$ cat src/rtl/serial_add_sequencer.sv
// Sequencer wrapped around an external 1-bit serial full adder: it takes a parallel operand
// pair, feeds the adder one bit per clock LSB-first, and returns the assembled parallel sum.
module serial_add_sequencer #(
    parameter int WIDTH = 8
) (
    input  logic             clk,
    input  logic             rst,
    input  logic             in_valid,
    output logic             in_ready,
    input  logic [WIDTH-1:0] a,
    input  logic [WIDTH-1:0] b,
    input  logic             cy_in,
    output logic             ser_en,
    output logic             ser_first,
    output logic             ser_a,
    output logic             ser_b,
    output logic             ser_cin,
    input  logic             ser_sum,
    input  logic             ser_cout,
    output logic             out_valid,
    input  logic             out_ready,
    output logic [WIDTH-1:0] sum,
    output logic             cy_out
);

    localparam int CNT_W = (WIDTH > 1) ? $clog2(WIDTH) : 1;
    localparam logic [CNT_W-1:0] LAST_BIT = CNT_W'(WIDTH - 1);

    typedef enum logic [1:0] {
        ST_IDLE  = 2'd0,
        ST_SHIFT = 2'd1,
        ST_HOLD  = 2'd2
    } state_t;

    state_t           state_reg;
    logic [CNT_W-1:0] cnt_reg;
    logic [WIDTH-1:0] a_sh_reg;
    logic [WIDTH-1:0] b_sh_reg;
    logic [WIDTH-1:0] sum_reg;
    logic             cin_reg;
    logic             cy_out_reg;
    logic             out_valid_reg;

    always_ff @(posedge clk or posedge rst) begin
        if (rst) begin
            state_reg     <= ST_IDLE;
            cnt_reg       <= '0;
            a_sh_reg      <= '0;
            b_sh_reg      <= '0;
            sum_reg       <= '0;
            cin_reg       <= 1'b0;
            cy_out_reg    <= 1'b0;
            out_valid_reg <= 1'b0;
        end else begin
            case (state_reg)
                ST_IDLE: begin
                    if (in_valid) begin
                        a_sh_reg  <= a;
                        b_sh_reg  <= b;
                        cin_reg   <= cy_in;
                        cnt_reg   <= '0;
                        state_reg <= ST_SHIFT;
                    end
                end
                ST_SHIFT: begin
                    // Sum bits enter at the MSB so bit 0 lands at the bottom after WIDTH shifts.
                    sum_reg  <= {ser_sum, sum_reg[WIDTH-1:1]};
                    a_sh_reg <= {1'b0, a_sh_reg[WIDTH-1:1]};
                    b_sh_reg <= {1'b0, b_sh_reg[WIDTH-1:1]};
                    cnt_reg  <= cnt_reg + 1'b1;
                    if (cnt_reg == LAST_BIT) begin
                        cy_out_reg    <= ser_cout;
                        out_valid_reg <= 1'b1;
                        state_reg     <= ST_HOLD;
                    end
                end
                ST_HOLD: begin
                    if (out_ready) begin
                        out_valid_reg <= 1'b0;
                        state_reg     <= ST_IDLE;
                    end
                end
                default: begin
                    state_reg <= ST_IDLE;
                end
            endcase
        end
    end

    // Outputs decode only registered state; rst gates in_ready so it rises on release.
    assign in_ready  = (state_reg == ST_IDLE) && !rst;
    assign ser_en    = (state_reg == ST_SHIFT);
    assign ser_first = ser_en && (cnt_reg == '0);
    assign ser_a     = ser_en && a_sh_reg[0];
    assign ser_b     = ser_en && b_sh_reg[0];
    assign ser_cin   = cin_reg;
    assign out_valid = out_valid_reg;
    assign sum       = sum_reg;
    assign cy_out    = cy_out_reg;

endmodule
$ cat config.mk
export PLATFORM = sky130hd
export DESIGN_NAME = serial_add_sequencer
export DESIGN_NICKNAME = d
export VERILOG_FILES = /design/src/rtl/serial_add_sequencer.sv
export SDC_FILE = /design/constraint.sdc
export NUM_CORES = 1
export LEC_CHECK = 0
export ABC_AREA = 1
export CORE_ASPECT_RATIO = 1.4
export CORE_MARGIN = 1
export CORE_UTILIZATION = 52
export CTS_CLUSTER_SIZE = 40
export DETAILED_ROUTE_END_ITERATION = 12
export PLACE_DENSITY = 0.84
export RECOVER_POWER = 25
export SLEW_MARGIN = 20
export SYNTH_ARGS = -nofsm -noshare
export SYNTH_HDL_FRONTEND = slang
export SYNTH_SLANG_ARGS = --single-unit
$ cat constraint.sdc
create_clock -name clk -period 1.75 [get_ports clk]
set_input_delay 0.35 -clock clk [delete_from_list [all_inputs] [get_ports clk]]
set_output_delay 0.35 -clock clk [all_outputs]
set_load 0.01 [all_outputs]
==> metrics.txt, run 1 <==
run status complete, no violations; Avg Cell Area, Syn 7.854 um^2; Pleak 1.063 nW; Gate Count Post-Synth 195; Vias/cell 4.946; hold depth 2; worst rel slew slack between 40% and 50%; wire per inst around 12 um; final hold violation count 0; port buffer count 38; final instance area 2006 um^2; Tightest Pin Transition 0.7752 ns; max-slew violation count 0; Fillers 229; GRT Total Usage 25.07%; peak supply drop 1100 uV; clock buffer count from CTS 5; Worst Path Required 1.40 ns; Switch Pwr 0.001348 W; cell count of the worst reg-to-reg path 5; fin nets between 200 and 300; Post-Place Setup Slack -0.07989 ns; die width 47.87 um; CP Class flip-flop to output pin; worst-skew pair later-pin latency 0.33 ns; Max Cap Violations 0; Synth warnings 0; Reg area 802.0 um^2; fin crit share 95.67%; area of the multi-input gates 626.9 um^2; largest net degree at the start of global routing 33; post-route ant nets 0; CP Capture Type output pin; Cell Rows 22; First DRT Iteration DRCs 30; vias ~1,400; die area 3169 um^2; Final setup viols 0; synthesized net count 221; clock share of power 13.3%; I/O pin total 39; CORE AREA approximately 2700 um^2; antenna violations before repair 0; sequential share of power 38.8%; power per standard cell area 1648 nW/um^2; post-synthesis cell type count 18; Initial Util 56.77%; crit start category flip-flop; dpl cells 267; global-route wire length before repair 5.506 mm; Sw Share between 40 and 50%; Residual DRC 0; final non-filler cell total 276; f_max approximately 600 MHz; Tot Pwr 0.003305 W; Max Buffers Root-to-Sink 2; Yosys reg bits 32; GRT Residual Overflow 0; root buffer cell clkbuf_4; Max Fanout on Critical Path 14; Synth area leader dfrtp_1; Hold Crit Class flip-flop to flip-flop; Pint 0.001957 W; DP HPWL around 2.4 mm; Combinational Power Share 47.9%; Area contributors post-synth dfrtp_1, nand2_1, nand3_1, buf_6, ha_1; min cycle time layout 1.674 ns; Clock Skew 0.003886 ns; Worst-path clk slew 0.09 ns; Area after DPL 1932 um^2; register area share after synthesis 52.29%; register-to-register path setup slack 0.43 ns; # hold bufs at CTS 0; DIE HEIGHT 66.21 um; vias in the first global route 1,347; area delta synth->final 30.96%; H-tree levels 2; number of diodes 0; Clock Sinks 32; area share of the leading cell type in the synthesized netlist 52.29%; synthesized area 1531 um^2; Setup TNS Final 0 ns; gp weighted congestion between 0.7 and 0.8; CP arrival 1.32 ns; Setup WS post-layout 0.07575 ns; router iterations before antenna repair 4; share of post-route cells with drive strength above 1 under 10%; routed wire length 3.380 mm; CTS tree done
-- final cells by class --
cell class | instances | share of cell area (%)
timing repair buffer | 46 | 21.27
sequential | 32 | 39.99
tap | 36 | 2.246
clock buffer | 8 | 2.932
inverter | 9 | 2.308
multi-input combinational | 145 | 31.25
-- cells by family (layout without fill, tap and decap cells) --
group	after synthesis	in the layout	share of synthesized area [%]
AO/OA/AOI/OAI	6	6	2.370
buffers and inverters	18	63	7.352
adder cells (fa/ha/maj)	3	3	2.451
AND/OR/NAND/NOR	136	136	35.54
flip-flops	32	32	52.29
-- worst max-delay path: stages, from the launching register on --
cell             delay, ns
dfrtp_1               0.41
inv_2                 0.11
nand2_8               0.11
nor2_1                0.11
clkdlybuf4s15_1       0.24
-- metrics by stage --
| step | hold slack [ns] | utilization, % |
|---|---|---|
| floorplan | 0.4425 | - |
| global placement | 0.4576 | 71.61 |
| detailed placement | 0.4593 | 71.61 |
| CTS | 0.4428 | 74.17 |
| global route | 0.5007 | 74.35 |
| finish | 0.4818 | 74.35 |
-- synthesized netlist by cell type --
cell	n
nand2_1	111
dfrtp_1	32
nand3_1	18
inv_1	6
buf_6	4
nor2_1	4
buf_4	3
ha_1	3
buf_2	2
inv_2	2
o21ai_0	2
o21ai_1	2
clkinv_2	1
nand2_4	1
nor2_2	1
nor3_1	1
o21ai_2	1
o31ai_1	1
-- cell usage in the layout (no fill, tap or decap), types with 3 or more instances in the layout --
cell	count
nand2_1	111
clkdlybuf4s50_1	32
dfrtp_1	31
nand3_1	18
buf_4	7
inv_1	6
clkbuf_4	5
nor2_1	4
ha_1	3
-- layer usage --
| layer | vias to the layer above | GRT usage [%] | routed length (um) |
|---|---|---|---|
| met2 | 34 | 42.74 | 1747 |
| met5 | - | 0 | 0 |
| met4 | 0 | 12.15 | 62 |
| li1 | 692 | - | - |
| met3 | 8 | 7.377 | 149 |
| met1 | 631 | 26.62 | 1420 |
-- power groups by stage --
stage / Clock, W / Sequential (W) / Combinational (W)
2_1_floorplan: 0 / 0.00128 / 0.00101
3_3_place_gp: 0 / 0.00126 / 0.00154
3_5_place_dp: 0 / 0.00128 / 0.00159
4_1_cts: 0.000451 / 0.00128 / 0.00159
5_1_grt: 0.000474 / 0.00132 / 0.00179
6_report: 0.000439 / 0.00128 / 0.00158
-- path summary, 6_finish.rpt --
path                                                from                       end
worst min-delay path                 ser_cin$_DFFE_PP0P_       ser_cin$_DFFE_PP0P_
worst max-delay path            state_reg[1]$_DFFE_PP0P_                     ser_a
max in group asynchronous                            rst  state_reg[0]$_DFFE_PP0P_
min in group asynchronous                            rst   a_sh_reg[3]$_DFFE_PP0P_
worst max register to register  state_reg[0]$_DFFE_PP0P_    cnt_reg[0]$_DFFE_PP0P_
worst min register to register       ser_cin$_DFFE_PP0P_       ser_cin$_DFFE_PP0P_
-- repair_timing --
action / CTS / global route
gates resized for setup: 11 / 5
cloned: 0 / 0
buffers inserted: 0 / 1
setup endpoints to repair: 5 / 2
endpoints found under the hold margin: 0 / 0
(Power assumes the default switching activity.)
==> run 2: changes to the inputs <==
- SKIP_CTS_REPAIR_TIMING: default -> 1
==> metrics.txt, run 2 (synthesis results as in run 1) <==
CP Launch Point state_reg[1]$_DFFE_PP0P_; clock share of power 13.4% (about the same); routed wire length 3.405 mm (+0.74%); Hold Crit Class flip-flop to flip-flop; antenna violations before repair 0 (unchanged); Vias/cell 4.927 (-0.37%); CP Capture Type output pin; CTS tree done; largest net degree at the start of global routing 33 (unchanged); met3 usage 7.377% (unchanged); gp weighted congestion 0.7752 (unchanged); port buffer count 38 (unchanged); GR met2 Demand/Resource 43.24% (+0.51 points); die area 3169 um^2 (unchanged); Max Fanout on Critical Path 14 (unchanged); final hold slack 0.4785 ns (-0.003330 ns); most frequent cells in the layout nand2_1, clkdlybuf4s50_1, dfrtp_1, nand3_1; vias 1,355 (-0.73%); Initial Util 56.77% (unchanged); f_max 603.2 MHz (+1.0%); clock buffer count from CTS 5 (unchanged); Pint 0.001966 W (+0.46%); final non-filler cell total 275 (-0.36%); Cell Rows 22 (unchanged); Max Cap Violations 0 (unchanged); final instance area 2007 um^2 (about the same); RSZ-0062 raised after global routing true; global-route wire length before repair 5.492 mm (-0.25%); Pleak 1.102 nW (+3.7%); run status complete, no violations; worst r2r dst a_sh_reg[6]$_DFFE_PP0P_; Area after DPL 1932 um^2 (unchanged); CP arrival 1.31 ns (about the same); Tot Pwr 0.003308 W (+0.11%); min cycle time layout 1.658 ns (-0.01653 ns); grt peak-use layer met2; First DRT Iteration DRCs 23 (-23%); worst-skew pair later-pin latency 0.33 ns (about the same); M1 GR Usage 26.13% (-0.49 points); slowest cell delay on critical path 0.42 ns (about the same); wire per inst 12.38 um (+1.1%); CP Class flip-flop to output pin; fin nets 264 (-0.38%); power per standard cell area 1648 nW/um^2 (about the same); crit path capture ser_first; crit start category flip-flop; Setup TNS Final 0 ns (unchanged); post-route ant nets 0 (unchanged); DP HPWL 2.403 mm (unchanged); area delta synth->final 31.05% (about the same); peak supply drop 1227 uV (+12%); Clock Sinks 32 (unchanged); register-to-register path setup slack 0.42 ns (about the same); slowest cell on the critical path dfrtp_1; Sw Share 40.57% (-0.21 points); final hold violation count 0 (unchanged); Worst Path Required 1.40 ns (about the same); Critical R2R Launch state_reg[0]$_DFFE_PP0P_; Residual DRC 0 (unchanged); Clock Skew 0.004715 ns (+0.0008291 ns); GRT Residual Overflow 0 (unchanged); share of post-route cells with drive strength above 1 8.787% (-0.80 points); router iterations before antenna repair 4 (unchanged); fin crit share 94.73% (-0.94 points); vias in the first global route 1,343 (-0.30%); Tightest Pin Transition 0.7788 ns (+0.003654 ns); Switch Pwr 0.001342 W (-0.40%); root buffer cell clkbuf_4; Max Buffers Root-to-Sink 2 (unchanged); GRT Total Usage 25.03% (-0.041 points); die width 47.87 um (unchanged); most common cell after layout, fill and taps aside nand2_1; DIE HEIGHT 66.21 um (unchanged); Combinational Power Share 47.9% (about the same); max-slew violation count 0 (unchanged); CORE AREA 2698 um^2 (unchanged); cell count of the worst reg-to-reg path 5 (unchanged); Worst-path clk slew 0.10 ns (about the same); number of diodes 0 (unchanged); I/O pin total 39 (unchanged); crit path cell chain inv_2 -> nand2_8 -> inv_6 -> nand2_1 -> nor2_2 -> clkbuf_2; H-tree levels 2 (unchanged); dpl cells 267 (unchanged); sequential share of power 38.7% (about the same); Final setup viols 0 (unchanged); worst rel slew slack 48.08% (-0.24 points)
-- run 2: critical path: cells and delay by family (launching register included) --
kind | cells | cell delay [ns]
buffers and inverters | 3 | 0.33
flip-flops | 1 | 0.42
AND/OR/NAND/NOR | 3 | 0.23
-- run 2: routing by layer --
metal	vias to the layer above	share of wire [%]
met3	7	4.8
met4	0	1.8
met2	36	51
met1	628	42
li1	684	-
met5	-	0
-- run 2: power groups by stage --
stage               combinational, W  sequential (W)  clock, W
floorplan                    0.00101         0.00128         0
global placement             0.00154         0.00126         0
detailed placement           0.00159         0.00128         0
CTS                          0.00160         0.00127  0.000451
global route                 0.00180         0.00132  0.000474
finish                       0.00158         0.00128  0.000442
-- run 2: stage by stage --
step | setup slack, ns | utilization (%)
2_1_floorplan | 0.3907 | -
3_3_place_gp | -0.05824 | 71.61
3_5_place_dp | -0.07989 | 71.61
4_1_cts | -0.3520 | 73.79
5_1_grt | -0.01091 | 74.40
6_report | 0.09228 | 74.40
-- run 2: worst min-delay path by stage --
| stage | from | to | slack, ns | depth (start not counted) |
|---|---|---|---|---|
| 2_1_floorplan | a_sh_reg[7]$_DFFE_PP0P_ | a_sh_reg[7]$_DFFE_PP0P_ | 0.44 | 2 |
| 3_3_place_gp | cy_out$_DFFE_PP0P_ | cy_out$_DFFE_PP0P_ | 0.46 | 2 |
| 3_5_place_dp | ser_cin$_DFFE_PP0P_ | ser_cin$_DFFE_PP0P_ | 0.46 | 2 |
| 4_1_cts | rst | a_sh_reg[2]$_DFFE_PP0P_ | 0.44 | 3 |
| 5_1_grt | ser_cin$_DFFE_PP0P_ | ser_cin$_DFFE_PP0P_ | 0.50 | 2 |
| 6_report | ser_cin$_DFFE_PP0P_ | ser_cin$_DFFE_PP0P_ | 0.48 | 2 |
-- run 2: layout make-up --
cell class	instances	area (um^2)
Sequential cell	32	802.0
Fill cell	226	690.7
Multi-Input combinational cell	145	626.9
Timing Repair Buffer	45	435.4
Clock buffer	8	58.81
Tap cell	36	45.04
Inverter	9	38.79
==> run 3: changes to the inputs <==
- CORE_UTILIZATION: 52 -> 48
- PLACE_DENSITY: 0.84 -> 0.79
- clock period: 1.75 -> 1.55 ns (I/O delays scaled with it)
==> metrics.txt, run 3 (synthesis results as in run 1) <==
First DRT Iteration DRCs 37 (+61%); Fillers 235 (+4.0%); CP Class flip-flop to output pin; Clock Skew 0.002022 ns (-0.002693 ns); die area 3424 um^2 (+8.0%); DP HPWL 2.408 mm (+0.22%); number of diodes 0 (unchanged); Hold Crit Class flip-flop to flip-flop; Crit path depth 1 (-5); die width 49.74 um (+3.9%); Initial Util 52.17% (-4.6 points); Worst-path clk slew 0.06 ns (-0.04 ns); CP Capture Type output pin; gp weighted congestion 0.7538 (-2.8%); family with the most delay on the worst path buffers and inverters; GRT Total Usage 23.51% (-1.5 points); Max Buffers Root-to-Sink 2 (unchanged); worst rel slew slack 48.85% (+0.77 points); vias in the first global route 1,359 (+1.2%); Residual DRC 0 (unchanged); Worst Path Required 1.24 ns (-0.16 ns); CP arrival 1.22 ns (-0.09 ns); crit path cell chain clkdlybuf4s50_1; slowest cell on the critical path clkdlybuf4s50_1; met3 usage 6.798% (-0.58 points); Pleak 1.172 nW (+6.3%); RSZ-0062 raised after global routing true; GRT Residual Overflow 0 (unchanged); Max Cap Violations 0 (unchanged); Tightest Pin Transition 0.7673 ns (-0.01154 ns); Setup TNS Final 0 ns (unchanged); run status complete, no violations; dpl cells 274 (+2.6%); M1 GR Usage 25.81% (-0.32 points); hold depth 2 (unchanged); Cell Rows 23 (+4.5%); most frequent cells in the layout nand2_1, dfrtp_1, clkdlybuf4s50_1, nand3_1, buf_4; wire per inst 12.18 um (-1.6%); CTS tree done; cell count of the worst reg-to-reg path 5 (unchanged); area delta synth->final 36.93%; post-route ant nets 0 (unchanged); GR met2 Demand/Resource 42.06% (-1.2 points); final hold violation count 0 (unchanged); Vias/cell 4.883 (-0.90%); vias 1,377 (+1.6%); routed wire length 3.435 mm (+0.88%); min cycle time layout between 1.5 and 2 ns; most common cell after layout, fill and taps aside nand2_1; share of post-route cells with drive strength above 1 10.61% (+1.8 points); Max Fanout on Critical Path 3 (-11); Critical R2R Launch state_reg[0]$_DFFE_PP0P_; router iterations before antenna repair 4 (unchanged); crit start category flip-flop; worst-skew pair later-pin latency 0.28 ns (-0.05 ns); DIE HEIGHT 68.84 um (+4.0%); peak supply drop 1259 uV (+2.6%); largest net degree at the start of global routing 33 (unchanged); root buffer cell clkbuf_8; H-tree levels 2 (unchanged); final non-filler cell total 282 (+2.5%); f_max 655.6 MHz; I/O pin total 39 (unchanged); max-slew violation count 0 (unchanged); slowest cell delay on critical path 0.55 ns (+0.13 ns); hold_sp ser_cin$_DFFE_PP0P_; Final setup viols 0 (unchanged); Clock Sinks 32 (unchanged); grt peak-use layer met2; fin nets 270 (+2.3%); antenna violations before repair 0 (unchanged); global-route wire length before repair 5.858 mm (+6.7%); CP Launch Point sum[5]$_DFFE_PP0N_; clock buffer count from CTS 5 (unchanged); crit path buf inv count 1 (-2); CORE AREA 2935 um^2 (+8.8%); power per standard cell area 1898 nW/um^2 (+15%); port buffer count 38 (unchanged); fin crit share 98.41%
## run 3: changes by cell type in the layout (fill, tap and decap cells not counted), moves of 2 or more
cell	change
buf_4	+5
clkbuf_4	-5
clkbuf_8	+5
dlymetal6s2s_1	+3
clkdlybuf4s50_1	-2
## run 3: area by class of cell
type | instances | area [um^2] | area share (%)
timing repair buffer | 51 | 505.5 | 24.11
sequential | 32 | 802.0 | 38.25
multi-input combinational | 145 | 618.1 | 29.47
inverter | 9 | 35.03 | 1.671
tap | 37 | 46.29 | 2.208
clock buffer | 8 | 90.09 | 4.296
## run 3: path summary, 6_finish.rpt
check	endpoint	slack, ns
setup / recovery	sum[5]	0.02
hold / removal	ser_cin$_DFFE_PP0P_	0.48
setup reg to reg	b_sh_reg[2]$_DFFE_PP0P_	0.30
hold reg to reg	ser_cin$_DFFE_PP0P_	0.48
max in group asynchronous	state_reg[0]$_DFFE_PP0P_	0.30
min in group asynchronous	a_sh_reg[4]$_DFFE_PP0P_	0.72
## run 3: layer usage
| metal | wire length [um] | vias to the layer above |
|---|---|---|
| li1 | - | 696 |
| met1 | 1402 | 642 |
| met2 | 1780 | 33 |
| met3 | 180 | 6 |
| met4 | 71 | 0 |
| met5 | 0 | - |
## run 3: per-stage QoR
step | power (W) | utilization (%) | setup slack [ns] | cell area, um^2 | hold slack [ns]
floorplan | 0.002594 | - | 0.2307 | 1531 | 0.4082
global placement | 0.003312 | 68.24 | -0.1645 | 2003 | 0.4538
detailed placement | 0.003382 | 68.24 | -0.2141 | 2003 | 0.4655
CTS | 0.004050 | 71.31 | -0.3264 | 2093 | 0.4124
global route | 0.004337 | 71.44 | -0.01671 | 2097 | 0.4979
finish | 0.003980 | 71.44 | 0.02465 | 2097 | 0.4801
## run 3: worst min-delay path, delay by kind of cell (launching register included)
family        cells  cell delay (ns)
flops             1             0.35
simple gates      2             0.10
## run 3: report_power, final
part           leakage, nW  switching [W]  internal [W]  total [W]
combinational        0.726        0.00102      0.000878    0.00190
clock               0.0455       0.000286      0.000361   0.000647
sequential           0.400       0.000232       0.00120    0.00144
